### src/rtl/core_pkg.sv
// Shared constants and types for the psum output reader slice.
// The OUT_RELU_EN build option uses relu_vec() to clamp negative lanes to zero.
package core_pkg;

   localparam int PSUM_BW = 32;
   localparam int COL     = 8;
   localparam int ADDR_W  = 11;
   localparam int VEC_W   = PSUM_BW * COL;

   typedef logic [VEC_W-1:0] psum_vec_t;
   typedef logic [ADDR_W:0]  ptr_t;

   typedef enum logic [1:0] {
      IDLE   = 2'd0,
      ACTIVE = 2'd1,
      DRAIN  = 2'd2
   } state_t;

   // Each lane is signed; a set sign bit means the lane is negative.
   function automatic psum_vec_t relu_vec(input psum_vec_t v);
      psum_vec_t r;
      r = '0;
      for (int i = 0; i < COL; i++) begin
         r[i*PSUM_BW +: PSUM_BW] = v[i*PSUM_BW + PSUM_BW - 1] ? '0 : v[i*PSUM_BW +: PSUM_BW];
      end
      return r;
   endfunction

endpackage

### src/rtl/psum_skid_fifo.sv
// Two-entry buffer between the SRAM read data and the psum output stream.
// Capture has no backpressure: the reader only issues reads that are guaranteed a free slot.
module psum_skid_fifo
   import core_pkg::*;
(
   input  logic       clk,
   input  logic       reset,
   input  logic       in_valid,
   input  psum_vec_t  in_data,
   output logic       out_valid,
   input  logic       out_ready,
   output psum_vec_t  out_data,
   output logic [1:0] count
);

   psum_vec_t  mem [2];
   logic       wr_ptr;
   logic       rd_ptr;
   logic [1:0] cnt;
   logic       push;
   logic       pop;

   assign push      = in_valid && (cnt != 2'd2);
   assign pop       = out_valid && out_ready;
   assign out_valid = (cnt != 2'd0);
   assign out_data  = mem[rd_ptr];
   assign count     = cnt;

   always_ff @(posedge clk) begin
      if (!reset) begin
         mem[0] <= '0;
         mem[1] <= '0;
         wr_ptr <= 1'b0;
         rd_ptr <= 1'b0;
         cnt    <= 2'd0;
      end else begin
         if (push) begin
            mem[wr_ptr] <= in_data;
            wr_ptr      <= ~wr_ptr;
         end
         if (pop) begin
            rd_ptr <= ~rd_ptr;
         end
         cnt <= cnt + {1'b0, push} - {1'b0, pop};
      end
   end

endmodule

### src/rtl/psum_out_reader.sv
// Drains psum vectors from the circular output SRAM region, chasing out_wptr with out_rptr.
// Build option OUT_RELU_EN: clamp negative lanes to zero at the buffer output.
module psum_out_reader
   import core_pkg::*;
(
   input  logic              clk,
   input  logic              reset,
   input  logic              start,
   input  logic              stop,
   input  ptr_t              out_wptr,
   output ptr_t              out_rptr,
   output logic              cen_out,
   output logic              wen_out,
   output logic [ADDR_W-1:0] addr_out,
   input  psum_vec_t         dout_out,
   output psum_vec_t         final_psum_vector,
   output logic              psum_valid,
   input  logic              psum_ready,
   output logic              busy,
   output state_t            dbg_state
);

   // Stream handshake: a vector transfers on any rising edge where psum_valid and
   // psum_ready are both high; while psum_valid is high and psum_ready is low the
   // vector is held unchanged and psum_valid stays high until it transfers.

   state_t     state_q;
   state_t     state_d;
   logic       issue;
   logic       in_flight;
   logic       empty;
   logic       pop;
   logic [1:0] fifo_count;
   logic [1:0] keep;
   logic [1:0] occ;
   psum_vec_t  fifo_data;

   assign empty = (out_wptr == out_rptr);
   assign pop   = psum_valid && psum_ready;
   // The entry leaving this cycle frees its slot now, so the stream can sustain one per cycle.
   assign keep  = fifo_count - {1'b0, pop};
   assign occ   = keep + {1'b0, in_flight};

   always_ff @(posedge clk) begin
      if (!reset) begin
         state_q <= IDLE;
      end else begin
         state_q <= state_d;
      end
   end

   always_comb begin
      state_d = state_q;
      case (state_q)
         IDLE:    if (start && !stop) state_d = ACTIVE;
         ACTIVE:  if (stop) state_d = DRAIN;
         DRAIN:   if (!in_flight && (fifo_count == 2'd0)) state_d = IDLE;
         default: state_d = IDLE;
      endcase
   end

   always_comb begin
      issue = 1'b0;
      busy  = (state_q != IDLE);
      if (reset && (state_q == ACTIVE) && !empty && (occ < 2'd2)) begin
         issue = 1'b1;
      end
   end

   always_ff @(posedge clk) begin
      if (!reset) begin
         out_rptr  <= '0;
         in_flight <= 1'b0;
      end else begin
         in_flight <= issue;
         if (issue) begin
            out_rptr <= out_rptr + ptr_t'(1);
         end
      end
   end

   assign cen_out   = ~issue;
   assign wen_out   = 1'b1;
   assign addr_out  = out_rptr[ADDR_W-1:0];
   assign dbg_state = state_q;

   psum_skid_fifo u_fifo (
      .clk       (clk),
      .reset     (reset),
      .in_valid  (in_flight),
      .in_data   (dout_out),
      .out_valid (psum_valid),
      .out_ready (psum_ready),
      .out_data  (fifo_data),
      .count     (fifo_count)
   );

`ifdef OUT_RELU_EN
   assign final_psum_vector = relu_vec(fifo_data);
`else
   assign final_psum_vector = fifo_data;
`endif

endmodule

### config.mk
export PLATFORM = sky130hd
export DESIGN_NAME = psum_out_reader
export DESIGN_NICKNAME = d
export VERILOG_FILES = /design/src/rtl/core_pkg.sv /design/src/rtl/psum_skid_fifo.sv /design/src/rtl/psum_out_reader.sv
export SDC_FILE = /design/constraint.sdc
export NUM_CORES = 1
export LEC_CHECK = 0
export ABC_CLOCK_PERIOD_IN_PS = 19240
export CAP_MARGIN = 15
export CORE_ASPECT_RATIO = 1.25
export CORE_MARGIN = 10
export CORE_UTILIZATION = 45
export DETAILED_ROUTE_END_ITERATION = 7
export GPL_TIMING_DRIVEN = 0
export PLACE_DENSITY = 0.87
export SYNTH_ARGS = -nofsm -noshare
export SYNTH_HDL_FRONTEND = slang
export SYNTH_SLANG_ARGS = --single-unit
### constraint.sdc
create_clock -name clk -period 19.24 [get_ports clk]
set_clock_uncertainty 0.05 [all_clocks]
set_input_delay 1.924 -clock clk [delete_from_list [all_inputs] [get_ports clk]]
set_output_delay 1.924 -clock clk [all_outputs]
set_load 0.02 [all_outputs]
After elaboration in Yosys (flattened, before gate mapping). Memories as Yosys holds them, arrays and structs flattened. A register that Yosys moved wholly into a read port is not among the register bits. Index checks and enable logic that the tools add are counted.

Equal/unequal tests: 7. Order comparisons: 1. Add/sub/neg operators: 5. Bitwise gates (word level): 3. Reductions and logical operators: 16. Muxes and demuxes: 14.

Operators by type and width (count): 256-bit 2-to-1 mux (1); 256-bit OR reduction (1); 12-bit by 1-bit adder with 12-bit output (second input constant) (1); 12-bit == test (1); 1-bit 2-to-1 mux (9); 2-bit inequality test (second input constant) (4); 1-bit logical AND (7); 2-bit 2-to-1 mux (3); 2-bit case mux with 3 select lines (1); 2-bit by 1-bit adder with 2-bit output (2); 2-bit logical NOT (2); 2-bit nonzero test (2); 2-bit by 1-bit subtractor with 2-bit output (2); 1-bit logical NOT (3); 1-bit NOT (3); 3-bit AND reduction (1); 2-bit by 1-bit == test with 1-bit output (second input constant) (1); 2-bit == test (second input constant) (1); 2-bit less-than comparator (second input constant) (1).

Memories kept: 1. Input port bits: 273. Bits in writable memories: 512. Register bits: 19.

Memory list: u_fifo.mem (depth 2, width 256, rd ports 1, clocked after memory_dff 1, write ports 2, line psum_skid_fifo.sv:16) `psum_vec_t mem [2];`.

Longest topological paths before layout. Gate-level depths: netlist (run 1).

Depth in word-level cells: 8. Gate-level depth with buffers: 10. Mapped depth without buffers: 8.

By module. A second synthesis (run 1) with hierarchy kept.

Cells, all modules: 1796. Area total of the unflattened synthesis: 23287.3 sq um.

By module, submodules not included: psum_skid_fifo (cells an instance 1675, area an instance 22288.9 sq um, times used 1); psum_out_reader (cells an instance 121, area an instance 998.5 sq um, times used 1).

Least setup slack after synthesis (run 1). OpenSTA, ideal clock, no wires.

Kind: register to register. Start point: reg u_fifo.cnt[0] (netlist: u_fifo.count[0]). End point: mem u_fifo.mem[0][0] in the netlist's numbering, enable pin. Stages on the path, launching flop included: 5. Arrival: 18.464 ns. Setup time: 1.227 ns. Slack: -0.501 ns. Clock period less this slack: 19.741 ns. Path buffers: 0. Required time: 17.963 ns. Cells stage by stage: dfxtp_1 -> inv_1 -> a21boi_2 -> inv_1 -> o21ai_0.

RTL lines: from (decl) (line psum_skid_fifo.sv:19) `logic [1:0] cnt;`; from (signal assigned) (line psum_skid_fifo.sv:44) `cnt <= cnt + {1'b0, push} - {1'b0, pop};`; to (decl) (line psum_skid_fifo.sv:16).

Final worst setup path (run 1).
Start point: in psum_ready. End point: out cen_out.

Word-level cells in the longest chain between the ends: 7.

Ends and longest elaborated chain: from (decl) (line psum_out_reader.sv:18) `input logic psum_ready,`; 1-bit logical AND (line psum_out_reader.sv:39) `assign pop = psum_valid && psum_ready;`; via pop (line psum_out_reader.sv:32) `logic pop;`; 2-bit by 1-bit subtractor with 2-bit output (line psum_out_reader.sv:41) `assign keep = fifo_count - {1'b0, pop};`; 2-bit by 1-bit adder with 2-bit output (line psum_out_reader.sv:42) `assign occ = keep + {1'b0, in_flight};`; 2-bit less-than comparator (line psum_out_reader.sv:65) `if (reset && (state_q == ACTIVE) && !empty && (occ < 2'd2)) begin`; 1-bit logical AND (line psum_out_reader.sv:65); 1-bit 2-to-1 mux (line psum_out_reader.sv:65); 1-bit NOT (line psum_out_reader.sv:82) `assign cen_out = ~issue;`; to (decl) (line psum_out_reader.sv:12) `output logic cen_out,`.

The timed path passes the listed nets, and every way through them passes these cells.

==> results of run 1 <==
==> flip-flops by register name, summed over array words and instances (netlist names), named ones only <==
register,flops
out_rptr,12
u_fifo.mem,512
u_fifo.count,2
in_flight,1
u_fifo.rd_ptr,1
u_fifo.wr_ptr,1
dbg_state,2
==> layer usage <==
layer  GRT usage [%]  share of wire, %
met5               0             0.093
met4           9.267               3.9
met3           6.142               8.2
met2           37.57                52
met1           23.23                35
==> report_power, final <==
part / internal [mW] / switching (mW) / total [mW]
clock network: 0.624 / 0.430 / 1.05
registers: 1.35 / 0.0226 / 1.37
logic: 0.463 / 0.492 / 0.954
total: 2.43 / 0.944 / 3.38
==> cell families (layout without fill, tap and decap cells) <==
group           after synthesis  after routing  synth area share (%)
flops                       532            532                 68.69
fa+ha+maj                     3              3                0.1635
other cells                   1             12               0.01633
compound gates               23             23                0.6157
simple gates                561            561                 15.17
buf+inv                     108            770                 2.010
xor+xnor                     17             17                0.6483
mux                         259            259                 12.68
==> layout make-up <==
class | instances | area, sq um
fill | 3557 | 19020
sequential | 532 | 15780
multi-input combinational | 864 | 6748
timing repair buffer | 571 | 5926
clock buffer | 63 | 1363
tap | 658 | 823.3
buffer | 101 | 435.4
clock inverter | 28 | 385.4
antenna | 11 | 27.53
inverter | 7 | 26.28
==> metrics by stage <==
step	hold slack, ns	setup slack, ns	instances
finish	0.4772	12.69	2835
floorplan	0.4312	6.420	1504
global placement	0.4483	0.02765	2718
detailed placement	0.4567	12.70	2733
CTS	0.4834	12.68	2824
global route	0.5259	12.51	2833
==> final timing paths <==
| kind | start | slack [ns] | endpoint |
|---|---|---|---|
| max reg2reg | in_flight$_SDFF_PN0_ | 15.62 | u_fifo.mem[1][208]$_SDFFCE_PN0P_ |
| min | u_fifo.rd_ptr$_SDFFE_PN0P_ | 0.48 | flop |
| min reg2reg | u_fifo.rd_ptr$_SDFFE_PN0P_ | 0.48 | flop |
| max | psum_ready | 12.69 | cen_out |
==> worst max-delay path: stages <==
cell             delay (ns)
clkdlybuf4s50_1        0.42
and2_1                 0.18
ha_1                   0.31
or2b_1                 0.23
xnor2_1                0.20
o31ai_1                0.16
buf_6                  0.16
buf_2                  0.18
nor3_1                 0.19
inv_1                  0.07
clkdlybuf4s50_1        0.55
==> cell usage after synthesis, types with 2 or more instances <==
cell      count  area (sq um)
buf_1         2         7.510
and3_1        3         18.77
a21oi_1       9         45.04
o21ai_0       6         30.03
ha_1          3         37.54
nand2_1       9         33.78
buf_4        12         90.09
edfxtp_1    512         15370
and2_1      514          3216
clkbuf_1     83         311.6
o31ai_1       5         37.54
dfxtp_1      20         400.4
nand2b_1      3         18.77
mux2i_1       3         30.03
or3_1         4         25.02
mux2_2      256          2883
or4_1         4         30.03
nor2_1        6         22.52
nand3_1       3         15.01
nor2b_1       2         12.51
or2_2         2         12.51
inv_1         7         26.28
buf_2         3         15.01
nand4_1       4         25.02
xnor2_1      16         140.1
==> impl_metrics.ini, run 1 <==
[yosys]
synth_cells = 1504
synth_area_sq_um = 22970
async_reset_ff_share_pct = 0
avgSynthCellArea_sq_um = 15.27
synth_nets = 1780
ys.flop_type = edfxtp_1
synth_cell_type_count = 38
synth-seq-area-share_pct = 68.69
ys.warnings.count = 0
synth_edf_count = 512
synth_seq_cells = 532

[floorplan]
die_w_microns = 222.1
die_y_microns = 272.6
rows = 92
die-area_sq_um = 60530
ioPinCount = 558
fp.coreArea_sq_um = 50530
start_util_pct = 45.45

[clocking]
cts-resized-gates = 0
clock_tree.root_cell = clkbuf_16
cts_inserted_buffers = 52
cts.sinks = 532
clockBufferDepth = 3
clkTransAtPathRegs_ns = 0.06
hold_buffers = 0
tritoncts = done
postCtsSetupRepairBufs = 0
clkLatencyLatePin_ns = 0.57
h-tree-depth = 2

[sta]
fin_tns_setup_ns = 0
final-setup-viol-count = 0
report.final.slew_viol_count = 0
finalCritPeriodShare_pct = 34.04
rsz0062_at_grt = false
slew_headroom_pct = 41.64
finalHoldViolations = 0
tightest_slew_ns = 0.8753
period_needed_ns = 6.549
clock.fmax_ghz = 0.1527

[route]
wire_per_inst_microns = 23.52
routed_wl_mm = 66.67
drt-vias-per-instance = 5.123
ant_nets = 0
drt_iter0_markers = 1231
dr.pass1.iters = 5
num_vias = 14520
drc = 0

[cells_and_area]
drive_gt1_share_pct = 17.13
layout.nets = 2405
final_common_cell = clkdlybuf4s50_1
final_util_pct = 62.35
postLayoutCellArea_sq_um = 31510
syn_to_final_growth_pct = 37.20
final_cell_mix = clkdlybuf4s50_1, and2_1, edfxtp_1

[global_routing]
grt_pass1_vias = 15780
grt_max_degree = 63
antenna_found_initial = 15
grt_overflow = 0
grt_pass1_wl_mm = 97.99
grt_use_total_pct = 21.21

[power]
cellPowerDensity_nw_per_um2 = 107.1
peakVddDrop_mv = 0.08954
finalPower_mw = 3.376
leakagePower_nw = 11.60

[hold_path]
min_path_type = reg -> reg
hold_depth = 2

[setup_path]
cp_max_fo = 10
rr_worst_depth = 7
crit_path_start_kind = input port
crit_arrival_ns = 4.58
required_ns = 17.27
path_class = in -> out
end_kind = output port

[placed_design]
dpl_cell_area_sq_um = 29730
globalplace.congestion = 0.8303
dpl.hpwl_mm = 49.51
io_buffers = 556

[flow_run]
cap_violations = 0

[status]
outcome = complete, no violations
(Power assumes the default switching activity.)
==> run 2, diff against run 1 <==
Settings changed: ABC_CLOCK_PERIOD_IN_PS 19240 to 6800, CORE_UTILIZATION 45 to 50, PLACE_DENSITY 0.87 to 0.91.
Clock period 19.24 ns to 6.8 ns, I/O delays scaled along.
==> impl_metrics.ini, run 2 (synthesis results as in run 1) <==
[status]
outcome = complete, no violations

[setup_path]
path_cells = or2_2 -> and2_1 -> ha_1 -> or2b_1 -> xnor2_1 -> o31ai_1 -> buf_6 -> buf_2 -> nor3_1 -> inv_1 -> clkdlybuf4s50_1
rr_worst_depth = 7
r2r_start = in_flight$_SDFF_PN0_
end_kind = output port
reg2reg_to = u_fifo.mem[1][225]$_SDFFCE_PN0P_
crit_arrival_ns = 3.68
crit_family = simple AND/OR/NAND/NOR gates
required_ns = 6.07
crit_path_start_kind = flop
worst_path_largest_cell_delay_ns = 0.57
path_class = reg -> out
r2r_slack_ns = 3.20
crit_path_top_delay_cell = clkdlybuf4s50_1
critPathBufInv = 4
cp_max_fo = 10

[power]
cellPowerDensity_nw_per_um2 = 302.4
leakagePower_nw = 11.58
peakVddDrop_mv = 0.2561
finalPower_mw = 9.489

[cells_and_area]
final_util_pct = 69.30
drive_gt1_share_pct = 17.00
reg.largest.list = u_fifo.mem: 512 flops, out_rptr: 12 flops
layout.nets = 2405
syn_to_final_growth_pct = 36.64
top_register = u_fifo.mem
final_common_cell = clkdlybuf4s50_1
postLayoutCellArea_sq_um = 31380
layoutNonFillerInstCount = 2769
largest_reg_flops = 512
fillCellCount = 2778
final_cell_mix = clkdlybuf4s50_1, and2_1, edfxtp_1

[route]
routed_wl_mm = 68.68
dr.pass1.iters = 5
num_vias = 14800
wire_per_inst_microns = 24.80
drc = 0
drt-vias-per-instance = 5.344
drt_iter0_markers = 916
ant_nets = 0

[sta]
rsz0062_at_grt = false
tightest_slew_ns = 0.9035
fin_tns_setup_ns = 0
period_needed_ns = 4.411
clock.fmax_ghz = 0.2267
report.final.slew_viol_count = 0
slew_headroom_pct = 39.77
whs_ns = 0.4681
final-setup-viol-count = 0
finalHoldViolations = 0
finalCritPeriodShare_pct = 64.87
finalWorstSetupSlack_ns = 2.389

[placed_design]
post-place-cells = 2653
globalplace.congestion = 0.8742
post-place-ws_ns = 2.527
dpl_cell_area_sq_um = 29640
dpl.hpwl_mm = 50.12
io_buffers = 556

[global_routing]
grt_overflow = 0
grt_use_total_pct = 24.25
grt_pass1_wl_mm = 99.77
grt_pass1_vias = 16220
antenna_found_initial = 22
grt_max_degree = 66

[clocking]
cts_inserted_buffers = 52
hold_buffers = 0
cts-resized-gates = 0
tritoncts = done
h-tree-depth = 2
cts.sinks = 532
clockBufferDepth = 3
clkTransAtPathRegs_ns = 0.06
postCtsSetupRepairBufs = 0
clkLatencyLatePin_ns = 0.59
clock_tree.root_cell = clkbuf_16

[floorplan]
ioPinCount = 558
die-area_sq_um = 54960
die_w_microns = 211.7
die_y_microns = 259.6
fp.coreArea_sq_um = 45280
rows = 87
start_util_pct = 50.72

[flow_run]
cap_violations = 0

[hold_path]
min_from = u_fifo.rd_ptr$_SDFFE_PN0P_
min_path_type = reg -> reg
hold_depth = 2
## run 2: cell types whose count changed in the layout (fill, tap and decap cells not counted), sizes merged
cell,delta
inv,+3
clkinv,+6
clkinvlp,-2
diode,+9
bufinv,-3
clkbuf,+1
## run 2: report_power, final
part | internal, mW | switching (mW) | leakage [nW]
sequential | 3.81 | 0.0646 | 5.47
combinational | 1.31 | 1.42 | 5.29
clock | 1.66 | 1.23 | 0.827
total | 6.78 | 2.71 | 11.6
## run 2: worst max path at each step
stage / start / to / slack (ns) / cells past startpoint
after floorplan: u_fifo.count[0]$_SDFF_PN0_ / u_fifo.mem[0][0]$_SDFFCE_PN0P_ / 1.51 / 4
after detailed placement: reset / u_fifo.mem[1][226]$_SDFFCE_PN0P_ / 2.53 / 7
final: u_fifo.count[1]$_SDFF_PN0_ / cen_out / 2.39 / 11
after global routing: u_fifo.count[1]$_SDFF_PN0_ / cen_out / 2.29 / 11
after global placement: reset / u_fifo.mem[1][228]$_SDFFCE_PN0P_ / -1.19 / 5
after CTS: u_fifo.count[1]$_SDFF_PN0_ / cen_out / 2.39 / 11
## run 2: per-layer routing
| layer | global-route usage [%] | share of wire (%) |
|---|---|---|
| met1 | 25.45 | 35 |
| met2 | 43.34 | 53 |
| met3 | 6.487 | 7.4 |
| met4 | 13.24 | 5.0 |
| met5 | 0 | 0.039 |
## run 2: tightest hold or removal path, stage by stage (launching register included)
cell and delay (ns):
dfxtp_1 0.33, xnor2_1 0.08, nor2_1 0.07
## run 2: area by class of cell
| class | count | area [sq um] | area share, % |
|---|---|---|---|
| Antenna cell | 20 | 50.05 | 0.1595 |
| Timing Repair Buffer | 571 | 5933 | 18.91 |
| Tap cell | 578 | 723.2 | 2.305 |
| Sequential cell | 532 | 15780 | 50.27 |
| Buffer | 101 | 435.4 | 1.388 |
| Clock inverter | 32 | 322.8 | 1.029 |
| Clock buffer | 64 | 1368 | 4.358 |
| Inverter | 7 | 26.28 | 0.08373 |
| Multi-Input combinational cell | 864 | 6748 | 21.50 |
